<file path="config.mk">
export PLATFORM = sky130hd
export DESIGN_NAME = sys_bus
export DESIGN_NICKNAME = d
export VERILOG_FILES = /design/src/rtl/sys_bus.sv
export SDC_FILE = /design/constraint.sdc
export NUM_CORES = 1
export LEC_CHECK = 0
export CAP_MARGIN = 20
export CORE_MARGIN = 2
export CORE_UTILIZATION = 45
export DETAILED_ROUTE_END_ITERATION = 10
export PLACE_DENSITY = 0.84
export RECOVER_POWER = 50
export SKIP_CTS_REPAIR_TIMING = 1
export SLEW_MARGIN = 10
export SYNTH_ARGS = -nofsm -noshare
export SYNTH_HDL_FRONTEND = slang
export SYNTH_SLANG_ARGS = --single-unit
export TNS_END_PERCENT = 50
</file>
<file path="constraint.sdc">
create_clock -name clk -period 5.1 [get_ports clk]
set_clock_uncertainty 0.15 [all_clocks]
set_input_delay 0.765 -clock clk [delete_from_list [all_inputs] [get_ports clk]]
set_output_delay 0.765 -clock clk [all_outputs]
set_load 0.03 [all_outputs]
</file>
<file path="src/rtl/sys_bus.sv">
// Two-requester memory/IO fabric: ROM-only fetch port and a data port onto inputs,
// latched outputs and RAM, shared through one req/ack bus with programmable wait states.
module sys_bus #(
  parameter int ROM_ADDR_WIDTH = 4,
  parameter int INSTR_WIDTH    = 16,
  parameter int RAM_ADDR_WIDTH = 3,
  parameter int N_IN           = 2,
  parameter int N_OUT          = 2,
  parameter int WAIT_STATES    = 1
) (
  input  logic                                        clk,
  input  logic                                        rst,
  input  logic [(2**ROM_ADDR_WIDTH)*INSTR_WIDTH-1:0]  mem,
  input  logic [N_IN*8-1:0]                           inputs,
  output logic [N_OUT*8-1:0]                          outputs,
  input  logic                                        fetch_req,
  input  logic [7:0]                                  fetch_addr,
  output logic                                        fetch_ack,
  output logic [INSTR_WIDTH-1:0]                      fetch_data,
  input  logic                                        data_req,
  input  logic                                        data_we,
  input  logic [7:0]                                  data_addr,
  input  logic [7:0]                                  data_wdata,
  output logic                                        data_ack,
  output logic [7:0]                                  data_rdata,
  output logic                                        bus_err
);

  localparam int ROM_DEPTH = 2**ROM_ADDR_WIDTH;
  localparam int RAM_DEPTH = 2**RAM_ADDR_WIDTH;

  typedef enum logic [1:0] {S_IDLE, S_WAIT, S_ACK} state_t;

  state_t                   state_q, state_d;
  logic [3:0]               cnt_q, cnt_d;
  logic                     gnt_data_q, gnt_data_d;
  logic [7:0]               addr_q, addr_d;
  logic                     we_q, we_d;
  logic [7:0]               wdata_q, wdata_d;
  logic                     fetch_ack_q, fetch_ack_d;
  logic                     data_ack_q, data_ack_d;
  logic                     bus_err_q, bus_err_d;
  logic [INSTR_WIDTH-1:0]   fetch_data_q, fetch_data_d;
  logic [7:0]               data_rdata_q, data_rdata_d;
  logic [7:0]               out_q [N_OUT];
  logic [7:0]               out_d [N_OUT];
  logic [7:0]               ram_q [RAM_DEPTH];
  logic [7:0]               ram_d [RAM_DEPTH];

  logic [INSTR_WIDTH-1:0]   rom_w [ROM_DEPTH];
  logic [7:0]               in_w  [N_IN];

  logic                     cur_data;
  logic [7:0]               cur_addr;
  logic                     cur_we;
  logic [7:0]               d_rd;
  logic                     d_err;
  logic [INSTR_WIDTH-1:0]   f_rd;
  logic                     f_err;
  logic                     enter_ack;

  for (genvar k = 0; k < ROM_DEPTH; k++) begin : g_rom
    assign rom_w[k] = mem[k*INSTR_WIDTH +: INSTR_WIDTH];
  end
  for (genvar k = 0; k < N_IN; k++) begin : g_in
    assign in_w[k] = inputs[k*8 +: 8];
  end
  for (genvar k = 0; k < N_OUT; k++) begin : g_out
    assign outputs[k*8 +: 8] = out_q[k];
  end

  assign fetch_ack  = fetch_ack_q;
  assign fetch_data = fetch_data_q;
  assign data_ack   = data_ack_q;
  assign data_rdata = data_rdata_q;
  assign bus_err    = bus_err_q;

  // In IDLE the live request is decoded so a zero-wait grant can answer at the grant edge.
  always_comb begin
    cur_data = gnt_data_q;
    cur_addr = addr_q;
    cur_we   = we_q;
    if (state_q == S_IDLE) begin
      cur_data = data_req;
      cur_addr = data_req ? data_addr : fetch_addr;
      cur_we   = data_req & data_we;
    end
  end

  always_comb begin
    d_rd  = '0;
    d_err = 1'b1;
    case (cur_addr[7:6])
      2'd0: for (int k = 0; k < N_IN; k++)
              if (cur_addr[5:0] == 6'(k)) begin
                d_rd  = in_w[k];
                d_err = cur_we;
              end
      2'd1: for (int k = 0; k < N_OUT; k++)
              if (cur_addr[5:0] == 6'(k)) begin
                d_rd  = out_q[k];
                d_err = 1'b0;
              end
      2'd2: for (int k = 0; k < RAM_DEPTH; k++)
              if (cur_addr[5:0] == 6'(k)) begin
                d_rd  = ram_q[k];
                d_err = 1'b0;
              end
      default: ;
    endcase
  end

  always_comb begin
    f_err = ({1'b0, cur_addr} >= 9'(ROM_DEPTH));
    f_rd  = f_err ? '0 : rom_w[cur_addr[ROM_ADDR_WIDTH-1:0]];
  end

  always_comb begin
    state_d      = state_q;
    cnt_d        = cnt_q;
    gnt_data_d   = gnt_data_q;
    addr_d       = addr_q;
    we_d         = we_q;
    wdata_d      = wdata_q;
    fetch_ack_d  = 1'b0;
    data_ack_d   = 1'b0;
    bus_err_d    = 1'b0;
    fetch_data_d = fetch_data_q;
    data_rdata_d = data_rdata_q;
    out_d        = out_q;
    ram_d        = ram_q;
    enter_ack    = 1'b0;

    case (state_q)
      S_IDLE: begin
        if (data_req || fetch_req) begin
          gnt_data_d = data_req;
          addr_d     = cur_addr;
          we_d       = cur_we;
          wdata_d    = data_wdata;
          if (WAIT_STATES == 0) begin
            state_d   = S_ACK;
            enter_ack = 1'b1;
          end else begin
            state_d = S_WAIT;
            cnt_d   = 4'(WAIT_STATES - 1);
          end
        end
      end
      S_WAIT: begin
        if (cnt_q == 4'd0) begin
          state_d   = S_ACK;
          enter_ack = 1'b1;
        end else begin
          cnt_d = cnt_q - 4'd1;
        end
      end
      S_ACK: begin
        state_d = S_IDLE;
        // Writes land on the edge that closes the ack cycle, so the read-back sees the old value.
        if (gnt_data_q && we_q) begin
          case (addr_q[7:6])
            2'd1: for (int k = 0; k < N_OUT; k++)
                    if (addr_q[5:0] == 6'(k)) out_d[k] = wdata_q;
            2'd2: for (int k = 0; k < RAM_DEPTH; k++)
                    if (addr_q[5:0] == 6'(k)) ram_d[k] = wdata_q;
            default: ;
          endcase
        end
      end
      default: state_d = S_IDLE;
    endcase

    if (enter_ack) begin
      if (cur_data) begin
        data_ack_d   = 1'b1;
        data_rdata_d = d_rd;
        bus_err_d    = d_err;
      end else begin
        fetch_ack_d  = 1'b1;
        fetch_data_d = f_rd;
        bus_err_d    = f_err;
      end
    end
  end

  always_ff @(posedge clk or posedge rst) begin
    if (rst) begin
      state_q      <= S_IDLE;
      cnt_q        <= '0;
      gnt_data_q   <= 1'b0;
      addr_q       <= '0;
      we_q         <= 1'b0;
      wdata_q      <= '0;
      fetch_ack_q  <= 1'b0;
      data_ack_q   <= 1'b0;
      bus_err_q    <= 1'b0;
      fetch_data_q <= '0;
      data_rdata_q <= '0;
      for (int k = 0; k < N_OUT; k++) out_q[k] <= '0;
      for (int k = 0; k < RAM_DEPTH; k++) ram_q[k] <= '0;
    end else begin
      state_q      <= state_d;
      cnt_q        <= cnt_d;
      gnt_data_q   <= gnt_data_d;
      addr_q       <= addr_d;
      we_q         <= we_d;
      wdata_q      <= wdata_d;
      fetch_ack_q  <= fetch_ack_d;
      data_ack_q   <= data_ack_d;
      bus_err_q    <= bus_err_d;
      fetch_data_q <= fetch_data_d;
      data_rdata_q <= data_rdata_d;
      out_q        <= out_d;
      ram_q        <= ram_d;
    end
  end

endmodule
</file>
=== Word level (Yosys, flattened, before mapping) ===
Cells that the tools add are included.
Widths: inputs -> output; s select.

* Register bits: 131
* Input bits: 301
* Output and inout bits: 43

* Bitwise gates (word level): 3
* $lt $le $gt $ge: 2
* Add/subtract/negate cells: 1
* Equality and inequality tests: 23
* Reductions and logical operators: 23
* Muxes and demuxes: 46

{| class="wikitable"
|+ Operator list
! cell !! number
|-
| $mux 8 || 14
|-
| $bmux 16 s4 || 1
|-
| $eq 6x3->1 const B || 8
|-
| $mux 16 || 3
|-
| $reduce_and 4->1 || 10
|-
| $eq 6x2->1 const B || 4
|-
| $pmux 8 s3 || 1
|-
| $mux 1 || 20
|-
| $eq 6x1->1 const B || 2
|-
| $logic_not 6->1 || 2
|-
| $ge 8x5->1 const B || 1
|-
| $mux 4 || 2
|-
| $pmux 4 s2 || 1
|-
| $reduce_and 2->1 || 4
|-
| $eq 2x1->1 const B || 3
|-
| $eq 2x2->1 const B || 3
|-
| $ge 5x5->1 const B || 1
|-
| $not 4->5 || 1
|-
| $logic_not 2->1 || 2
|-
| $logic_not 4->1 || 1
|-
| $mux 2 || 2
|-
| $ne 2x2->1 const B || 2
|-
| $pmux 2 s2 || 1
|-
| $sub 4x1->4 const B || 1
|-
| 8 further kinds || 8
|}

=== Depth between registers and ports, before layout ===
Gate-level depths: netlist (run 1).

* Depth after elaboration: 14
* Depth in mapped cells: 12

=== Worst setup path before layout (run 1) ===
No wires, ideal clock.

* Path kind: input port to flip-flop
* Start point: input port data_req
* End point: register data_rdata_q[0] (netlist: data_rdata[0])
* Stages: 7
* Arrival: 2548 ps
* Path slack: 2276 ps
* Cell sequence: mux2_2 o21ai_2 buf_6 buf_6 buf_6 mux4_2 a221o_1

* Word-level cells in the longest chain between the ends: 12
* Elaborated cells between the ends (all ways): 28
* Those cells by class: 9 x eq/ne; 16 x mux; 3 x reduce/logical

{| class="wikitable"
|+ RTL lines
! what !! RTL line !! RTL
|-
| from (decl) || 20 || <nowiki>input logic data_req,</nowiki>
|-
| $mux 8 || 85 || <nowiki>cur_addr = data_req ? data_addr : fetch_addr;</nowiki>
|-
| $mux 8 || 83 || <nowiki>if (state_q == S_IDLE) begin</nowiki>
|-
| $logic_not 6->1 || 95, 100, 105 ||
|-
| $mux 8 (8 in a row) || 105 || <nowiki>if (cur_addr[5:0] == 6'(k)) begin</nowiki>
|-
| $pmux 8 s3 || 93 || <nowiki>case (cur_addr[7:6])</nowiki>
|-
| to (signal assigned) || 213 || <nowiki>data_rdata_q <= data_rdata_d;</nowiki>
|-
| to (decl) || 44 || <nowiki>logic [7:0] data_rdata_q, data_rdata_d;</nowiki>
|}

Several ways; a longest one is shown, not always the timed one.
A chain may end at the register's enable or synchronous reset.

=== Final worst setup path (run 1) ===
* Start point: input port data_req
* End point: register fetch_data_q[7] (netlist: fetch_data[7])

* Word-level cells in the longest chain between the ends: 7
* Elaborated cells between the ends (all ways): 11
* Those cells by class: 1 x order compare; 7 x mux; 2 x bitwise; 1 x reduce/logical

{| class="wikitable"
|+ RTL lines
! what !! RTL line !! RTL
|-
| $mux 8 || 85 ||
|-
| $mux 8 || 83 ||
|-
| $not 4->5 (not written as such) || 115 || <nowiki>f_rd = f_err ? '0 : rom_w[cur_addr[ROM_ADDR_WIDTH-1:0]];</nowiki>
|-
| $bmux 16 s4 || 115 ||
|-
| $mux 16 (not written as such) (2 in a row) || 115 ||
|-
| $mux 16 || 115 ||
|-
| to (signal assigned) || 212 || <nowiki>fetch_data_q <= fetch_data_d;</nowiki>
|-
| to (decl) || 43 || <nowiki>logic [INSTR_WIDTH-1:0] fetch_data_q, fetch_data_d;</nowiki>
|}

Several ways; a longest one is shown, not always the timed one. The select of a mux whose other input is x is not followed.

==> reports/metrics.yaml, run 1 <==
ir_drop_mv: 0.472
cts_root_buffer: "clkbuf_16"
wire_per_inst_um: 24.3
rsz0062_at_grt: "false"
crit_arrival_ns: 4.04
min_from: "fetch_data[0]"
antenna_found_initial: 3
syn-cell-area_um2: 8780
via_per_inst: 6.08
yosys_warnings: 0
drv_slew: 75
crit_type: "primary input to flip-flop"
synth-seq-cells: 131
clock-sinks: 131
synth_edf_count: 0
multi_input_area_um2: 4990
end_kind: "flip-flop"
chipWidth_um: 144
hold_viol_final: 0
core-area_um2: 19300
violations: "max-capacitance violations, max-slew violations"
powerDensity_nw_per_um2: 493
syn-num-nets: 1179
synthArstFlopShare_pct: 100
status: "complete, but fails checks"
cts_tree: "built"
startpoint: "data_req"
antenna_left: 0
required_ns: 5.24
htreeDepth: 4
max_slew.worst_pin.slew_ns: 3.25
start_kind: "primary input"
vias: 8805
grt_overflow: 0
synthFlopType: "dfrtp_1"
power_leakage_nw: 5.35
grt_pass1_vias: 8482
dr.pass1.iters: 5
io_pins: 344
drive_gt1_share_pct: 16.1
fmax_ghz: 0.257
path_clk_slew_ns: 0.06
rr_startpoint: "state_q[1]"
seqCellArea_um2: 3280
cts_buffers: 17
timing.final.crit_share_pct: 76.4
synthDistinctLibCells: 59
yosysSeqAreaShare_pct: 37.3
gp_congestion: 0.965
wl_um: 35200
clockBufferDepth: 2
drc_errors: 0
port-buffer-count: 343
clk_latency_ns: 0.43
avgSynthCellArea_um2: 10.0
worstPathMaxFanout: 45
fin_crit_ns: 3.90
gr-usage-all-layers_pct: 33.3
setup_violations: 0
setup_tns_ns: 0
die_h_um: 144
synthCells: 877
grt_pass1_wl_um: 51600
die_area_um2: 20600
holdWs_ns: 0.333
start_util_pct: 45.4
grt_max_degree: 119
hp-class: "flip-flop to flip-flop"
drtIter0Drc: 785
num-nets-final: 1471
maxCapViolations: 1
area_growth_pct: 47.1
rows: 51
nFillCells: 1501
post-dp-hpwl_um: 26100
slew_headroom_pct: -118
[state kept, by name (all words and copies together), names as in the netlist]
register	cells
gnt_data_q	1
bus_err	1
wdata_q	8
fetch_ack	1
data_rdata	8
fetch_data	16
data_ack	1
addr_q	8
we_q	1
state_q	2
cnt_q	4
ram_q	64
outputs	16
[placed cells by master (no fill, tap or decap), drive strengths merged, types with 4 or more instances in the layout]
cell type        n
clkdlybuf4s50  328
a32o            15
a221oi          23
o22ai            8
inv             44
o211ai          61
dlygate4sd3     15
o21ai           31
o221ai           8
nand3           20
nor3b            4
a21oi           39
dfrtp          131
nor2            10
clkbuf          19
a221o           38
a311oi          15
mux2i           23
mux2           104
nand2           96
mux4            17
buf             14
a211oi          30
and2            49
[final cells by class]
cell class,instances,share of cell area (%)
antenna,1,0.0194
clock buffer,17,3.29
clock inverter,15,1.44
inverter,36,1.06
multi-input combinational,624,38.6
sequential,131,25.4
tap,265,2.57
timing repair buffer,359,27.7
[per-stage QoR]
step	util (%)	cells	worst slack, ns	total power (W)	cell area, um^2
detailed placement	63.7	1415	0.856	0.00503	12300
global route	66.8	1448	0.723	0.00667	12900
global placement	63.7	1415	0.863	0.00499	12300
finish	66.8	1448	1.20	0.00637	12900
CTS	66.9	1447	1.30	0.00633	12900
floorplan	-	877	0.687	0.00387	8780
[power by group]
group	leakage [nW]	internal, W	switching (W)
Combinational	3.27	0.00142	0.00219
Sequential	1.78	0.00121	0.000282
Clock	0.296	0.000744	0.000529
Total	5.35	0.00337	0.00300
[logic make-up after synthesis]
logic type      count (synthesis)  synth area share [%]
buf+inv                       122                  6.31
flops                         131                  37.3
xor+xnor                        2                 0.199
mux                           144                  20.4
compound gates                278                  24.2
fa+ha+maj                       1                 0.142
simple gates                  199                  11.4
[synthesized netlist by cell type, types with 15 or more instances]
master	instances	area, um^2
nand2_1	94	353
inv_1	36	135
a211oi_1	30	225
a221oi_1	23	201
mux4_2	17	383
mux2_2	104	1170
nand3_1	20	100
o21ai_1	16	80.1
a221o_1	38	380
o211ai_1	61	458
a21oi_1	38	190
a311oi_1	15	131
clkbuf_1	49	184
dfrtp_1	131	3280
mux2i_1	21	210
buf_2	19	95.1
and2_1	49	307
a32o_1	15	150
[critical path, cell delays in order]
cell and delay [ns]:
dlygate4sd3_1 0.92, mux2i_4 0.41, nand2_2 0.55, a221o_1 0.54, a32o_1 0.30, a211oi_1 0.43
o21ai_1 0.10
[final timing paths]
check | to | slack, ns | depth (start not counted)
worst max register to register | data_rdata[5] | 1.74 | 8
worst max-delay path | fetch_data[7] | 1.20 | 7
max in group asynchronous | fetch_data[6] | 1.29 | 3
worst min-delay path | fetch_data[0] | 0.33 | 2
worst min register to register | fetch_data[0] | 0.33 | 2
min in group asynchronous | ram_q[39] | 1.59 | 2
[metal layers]
layer	vias up	wire length, um	track usage, %
met5	-	27	0
met4	4	1110	12.2
met3	78	3440	8.53
met2	487	17000	53.9
met1	4279	13700	43.3
li1	3957	-	-
Note: power is estimated with default switching activity, not from simulation.
==> run 2: changes to the inputs <==
CORE_UTILIZATION = 40   (was 45)
PLACE_DENSITY = 0.79   (was 0.84)
clock period = 3.42 ns   (was 5.1 ns; I/O delays follow)
==> reports/metrics.yaml, run 2 (synthesis results as in run 1) <==
path_clk_slew_ns: 0.06
top_register: "ram_q"
wire_per_inst_um: 24.3
cts_buffers: 17
switching_power_w: 0.00453
timing.final.crit_share_pct: 91.1
holdWs_ns: 0.351
antenna_found_initial: 3
slew_headroom_pct: 9.91
area_growth_pct: 50.3
layout_commonest_cell: "clkdlybuf4s50_1"
p_comb_share_pct: 59.2
reg2regPathDepth: 9
cpMaxStageDelayCell: "dfrtp_1"
setup_tns_ns: 0
htreeDepth: 4
die_area_um2: 23200
fin_crit_ns: 3.12
layout_common_cells: "342 x clkdlybuf4s50_1, 131 x dfrtp_1, 103 x mux2_2"
grt_max_degree: 59
power_leakage_nw: 5.45
worst-r2r-setup-slack_ns: 0.30
crit_chain: "nor2_1, buf_4, mux2i_2, buf_4, buf_4, a221o_1, a32o_1, a211oi_1, o21ai_1"
nFillCells: 1807
grt_pass1_vias: 9013
fmax_ghz: 0.321
antenna_left: 0
start_kind: "flip-flop"
required_ns: 3.56
grt_pass1_wl_um: 55100
cp-endpoint: "fetch_data[5]"
setup_violations: 0
hold_viol_final: 0
gr-usage-all-layers_pct: 30.8
hp-class: "flip-flop to flip-flop"
rr_startpoint: "state_q[1]"
status: "completed"
power.total_w: 0.00985
swShare_pct: 46.0
ir_drop_mv: 0.497
crit_arrival_ns: 3.26
crit_type: "flip-flop to flip-flop"
worstPathMaxFanout: 12
io_pins: 344
powerDensity_nw_per_um2: 747
diodes: 0
rows: 54
largest_reg_flops: 64
port-buffer-count: 343
internal_power_w: 0.00532
maxCapViolations: 0
clock-sinks: 131
dr.pass1.iters: 5
max_slew.worst_pin.slew_ns: 1.35
num-nets-final: 1500
clockBufferDepth: 2
power.share.sequential_pct: 22.5
gp_congestion: 0.973
post-dp-hpwl_um: 27800
drtIter0Drc: 805
drv_slew: 0
via_per_inst: 6.01
post-route-util_pct: 60.9
vias: 8961
clk_latency_ns: 0.43
rsz0062_at_grt: "false"
chipWidth_um: 152
cts_tree: "built"
cp_slowest_stage_delay_ns: 0.48
wl_um: 36300
end_kind: "flip-flop"
grt_overflow: 0
start_util_pct: 40.5
cts_root_buffer: "clkbuf_16"
drc_errors: 0
crit_path_frequent_cell: "buf_4"
rr_endpoint: "fetch_data[5]"
clkPwrFrac_pct: 18.4
startpoint: "state_q[1]"
die_h_um: 152
drive_gt1_share_pct: 17.6
core-area_um2: 21700
## run 2: changes by cell type in the layout (fill, tap and decap cells not counted), sizes merged
cell,change
clkdlybuf4s50,+14
clkinv,+3
inv,-5
diode,-1
clkinvlp,+1
buf,+26
clkbuf,+4
dlygate4sd3,-14
## run 2: routing by layer
layer | track usage, % | wire [um] | vias to the layer above | share of wire (%)
met5 | 0 | 22 | - | 0.061
met4 | 12.5 | 1520 | 4 | 4.2
met3 | 7.94 | 2970 | 86 | 8.2
met2 | 51.3 | 17600 | 470 | 48
met1 | 38.4 | 14200 | 4395 | 39
li1 | - | - | 4006 | -
## run 2: how the worst min path moves through the flow
stage                   start             end  slack, ns  cells after the start
3_5_place_dp   fetch_data[13]  fetch_data[13]       0.33                      2
5_1_grt             ram_q[63]       ram_q[63]       0.36                      1
6_report       fetch_data[13]  fetch_data[13]       0.35                      2
3_3_place_gp   fetch_data[15]  fetch_data[15]       0.32                      2
2_1_floorplan       addr_q[4]       addr_q[4]       0.32                      2
4_1_cts         fetch_data[6]   fetch_data[6]       0.35                      2
## run 2: critical path, delay by kind of cell, from the launching register on
family | cells | cell delay (ns)
AOI/OAI and AO/OA | 4 | 1.12
DFF | 1 | 0.48
buffers and inverters | 3 | 0.68
muxes | 1 | 0.14
and+or+nand+nor | 1 | 0.39
## run 2: layout make-up
cell class / instances / area [um^2] / share of cell area, %
flip-flops and latches: 131 / 3280 / 24.8
inverters: 36 / 136 / 1.03
repair buffers: 388 / 3870 / 29.3
clock buffers: 18 / 429 / 3.25
clock inverters: 14 / 154 / 1.17
multi-input cells: 624 / 4980 / 37.8
well taps: 280 / 350 / 2.65
## run 2: metrics by stage
step	area (um^2)	worst slack (ns)	instances
after floorplan	8790	0.848	877
after global placement	12700	0.123	1459
after detailed placement	12700	0.110	1459
after CTS	13200	0.476	1491
after global routing	13200	0.183	1491
final	13200	0.303	1491
## run 2: power by group through the flow
stage                     Clock, W  Sequential, W  Combinational [W]
after floorplan                  0        0.00220            0.00357
after global placement           0        0.00222            0.00569
after detailed placement         0        0.00222            0.00575
after CTS                  0.00182        0.00220            0.00578
after global routing       0.00190        0.00225            0.00618
final                      0.00181        0.00222            0.00583
==> run 3: changes to the inputs <==
PLACE_DENSITY = 0.77   (was 0.79)
RECOVER_POWER = unset   (was 50)
==> reports/metrics.yaml, run 3 (synthesis results as in run 1) <==
chipWidth_um: 152
start_kind: "primary input"
port-buffer-count: 343
setup_violations: 0
antenna_found_initial: 9
holdPathStages: 1
maxCapViolations: 0
hp-class: "flip-flop to flip-flop"
ir_drop_mv: 0.457
grt_pass1_vias: 9019
wire_per_inst_um: 24.4
drv_slew: 0
core-area_um2: 21700
power.total_w: 0.00991
holdWs_ns: 0.353
status: "completed"
startpoint: "data_req"
hold_viol_final: 0
start_util_pct: 40.5
rows: 54
drc_errors: 0
worstPathMaxFanout: 22
top_register: "ram_q"
drive_gt1_share_pct: 17.7
slew_headroom_pct: 45.1
crit_arrival_ns: 3.32
reg2regPathDepth: 7
via_per_inst: 5.96
power_leakage_nw: 5.46
powerDensity_nw_per_um2: 749
die_h_um: 152
cts_buffers: 17
min_from: "ram_q[62]"
layout_common_cells: "343 x clkdlybuf4s50_1, 131 x dfrtp_1, 103 x mux2_2"
layout_commonest_cell: "clkdlybuf4s50_1"
rsz0062_at_grt: "false"
io_pins: 344
fmax_ghz: 0.315
end_kind: "flip-flop"
required_ns: 3.56
gp_congestion: 0.945
gr-usage-all-layers_pct: 30.6
rr_startpoint: "state_q[1]"
hold_end: "ram_q[62]"
grt_overflow: 0
grt_pass1_wl_um: 54700
clock-sinks: 131
htreeDepth: 4
grt_max_degree: 132
vias: 8904
num-nets-final: 1497
max_slew.worst_pin.slew_ns: 0.820
worst-r2r-setup-slack_ns: 0.26
cts_tree: "built"
dr.pass1.iters: 8
rr_endpoint: "fetch_data[5]"
crit_type: "primary input to flip-flop"
area_growth_pct: 50.7
clk_latency_ns: 0.42
fin_crit_ns: 3.18
path_clk_slew_ns: 0.06
clockBufferDepth: 2
cts_root_buffer: "clkbuf_16"
post-dp-hpwl_um: 27100
timing.final.crit_share_pct: 92.9
drtIter0Drc: 695
antenna_left: 0
largest_reg_flops: 64
wl_um: 36500
die_area_um2: 23200
==> run 3: worst max-delay path: stages <==
cell,delay [ns]
clkdlybuf4s50_1,0.58
buf_4,0.19
mux2_2,0.35
mux2i_2,0.21
buf_12,0.20
nand2b_1,0.39
buf_4,0.20
a211oi_1,0.05
a211oi_1,0.51
o21ai_1,0.10
==> run 3: stage by stage <==
step	setup TNS, ns	setup WS [ns]	utilization [%]	instances	cell area, um^2
finish	0	0.242	61.0	1495	13200
detailed placement	-0.0909	-0.0909	58.2	1456	12600
global placement	-0.0202	-0.0202	58.2	1456	12600
floorplan	0	0.848	-	877	8790
global route	0	0.131	61.0	1495	13200
CTS	0	0.339	61.0	1488	13200
==> run 3: where the power goes <==
part | switching, W | internal [W] | leakage [nW]
sequential | 0.000418 | 0.00180 | 1.78
clock | 0.000727 | 0.00116 | 0.288
combinational | 0.00341 | 0.00240 | 3.39
==> run 3: layer usage <==
layer	GRT usage, %	part of all wire, %
met5	0	0.066
met4	12.9	3.0
met3	7.62	7.7
met2	50.7	49
met1	38.2	40
==> run 3: layout make-up <==
cell class | count | area, um^2
antenna | 7 | 17.5
clock buffer | 18 | 429
clock inverter | 14 | 179
fill | 1822 | 8450
inverter | 36 | 139
multi-input combinational | 624 | 4980
sequential | 131 | 3280
tap | 280 | 350
timing repair buffer | 385 | 3860
==> run 3: how the worst max path moves through the flow <==
stage,cells after the start,to,slack [ns]
5_1_grt,7,fetch_data[5],0.13
4_1_cts,10,fetch_data[5],0.34
6_report,10,fetch_data[5],0.24
3_5_place_dp,10,fetch_data[5],-0.09
2_1_floorplan,7,data_rdata[0],0.85
3_3_place_gp,10,fetch_data[5],-0.02
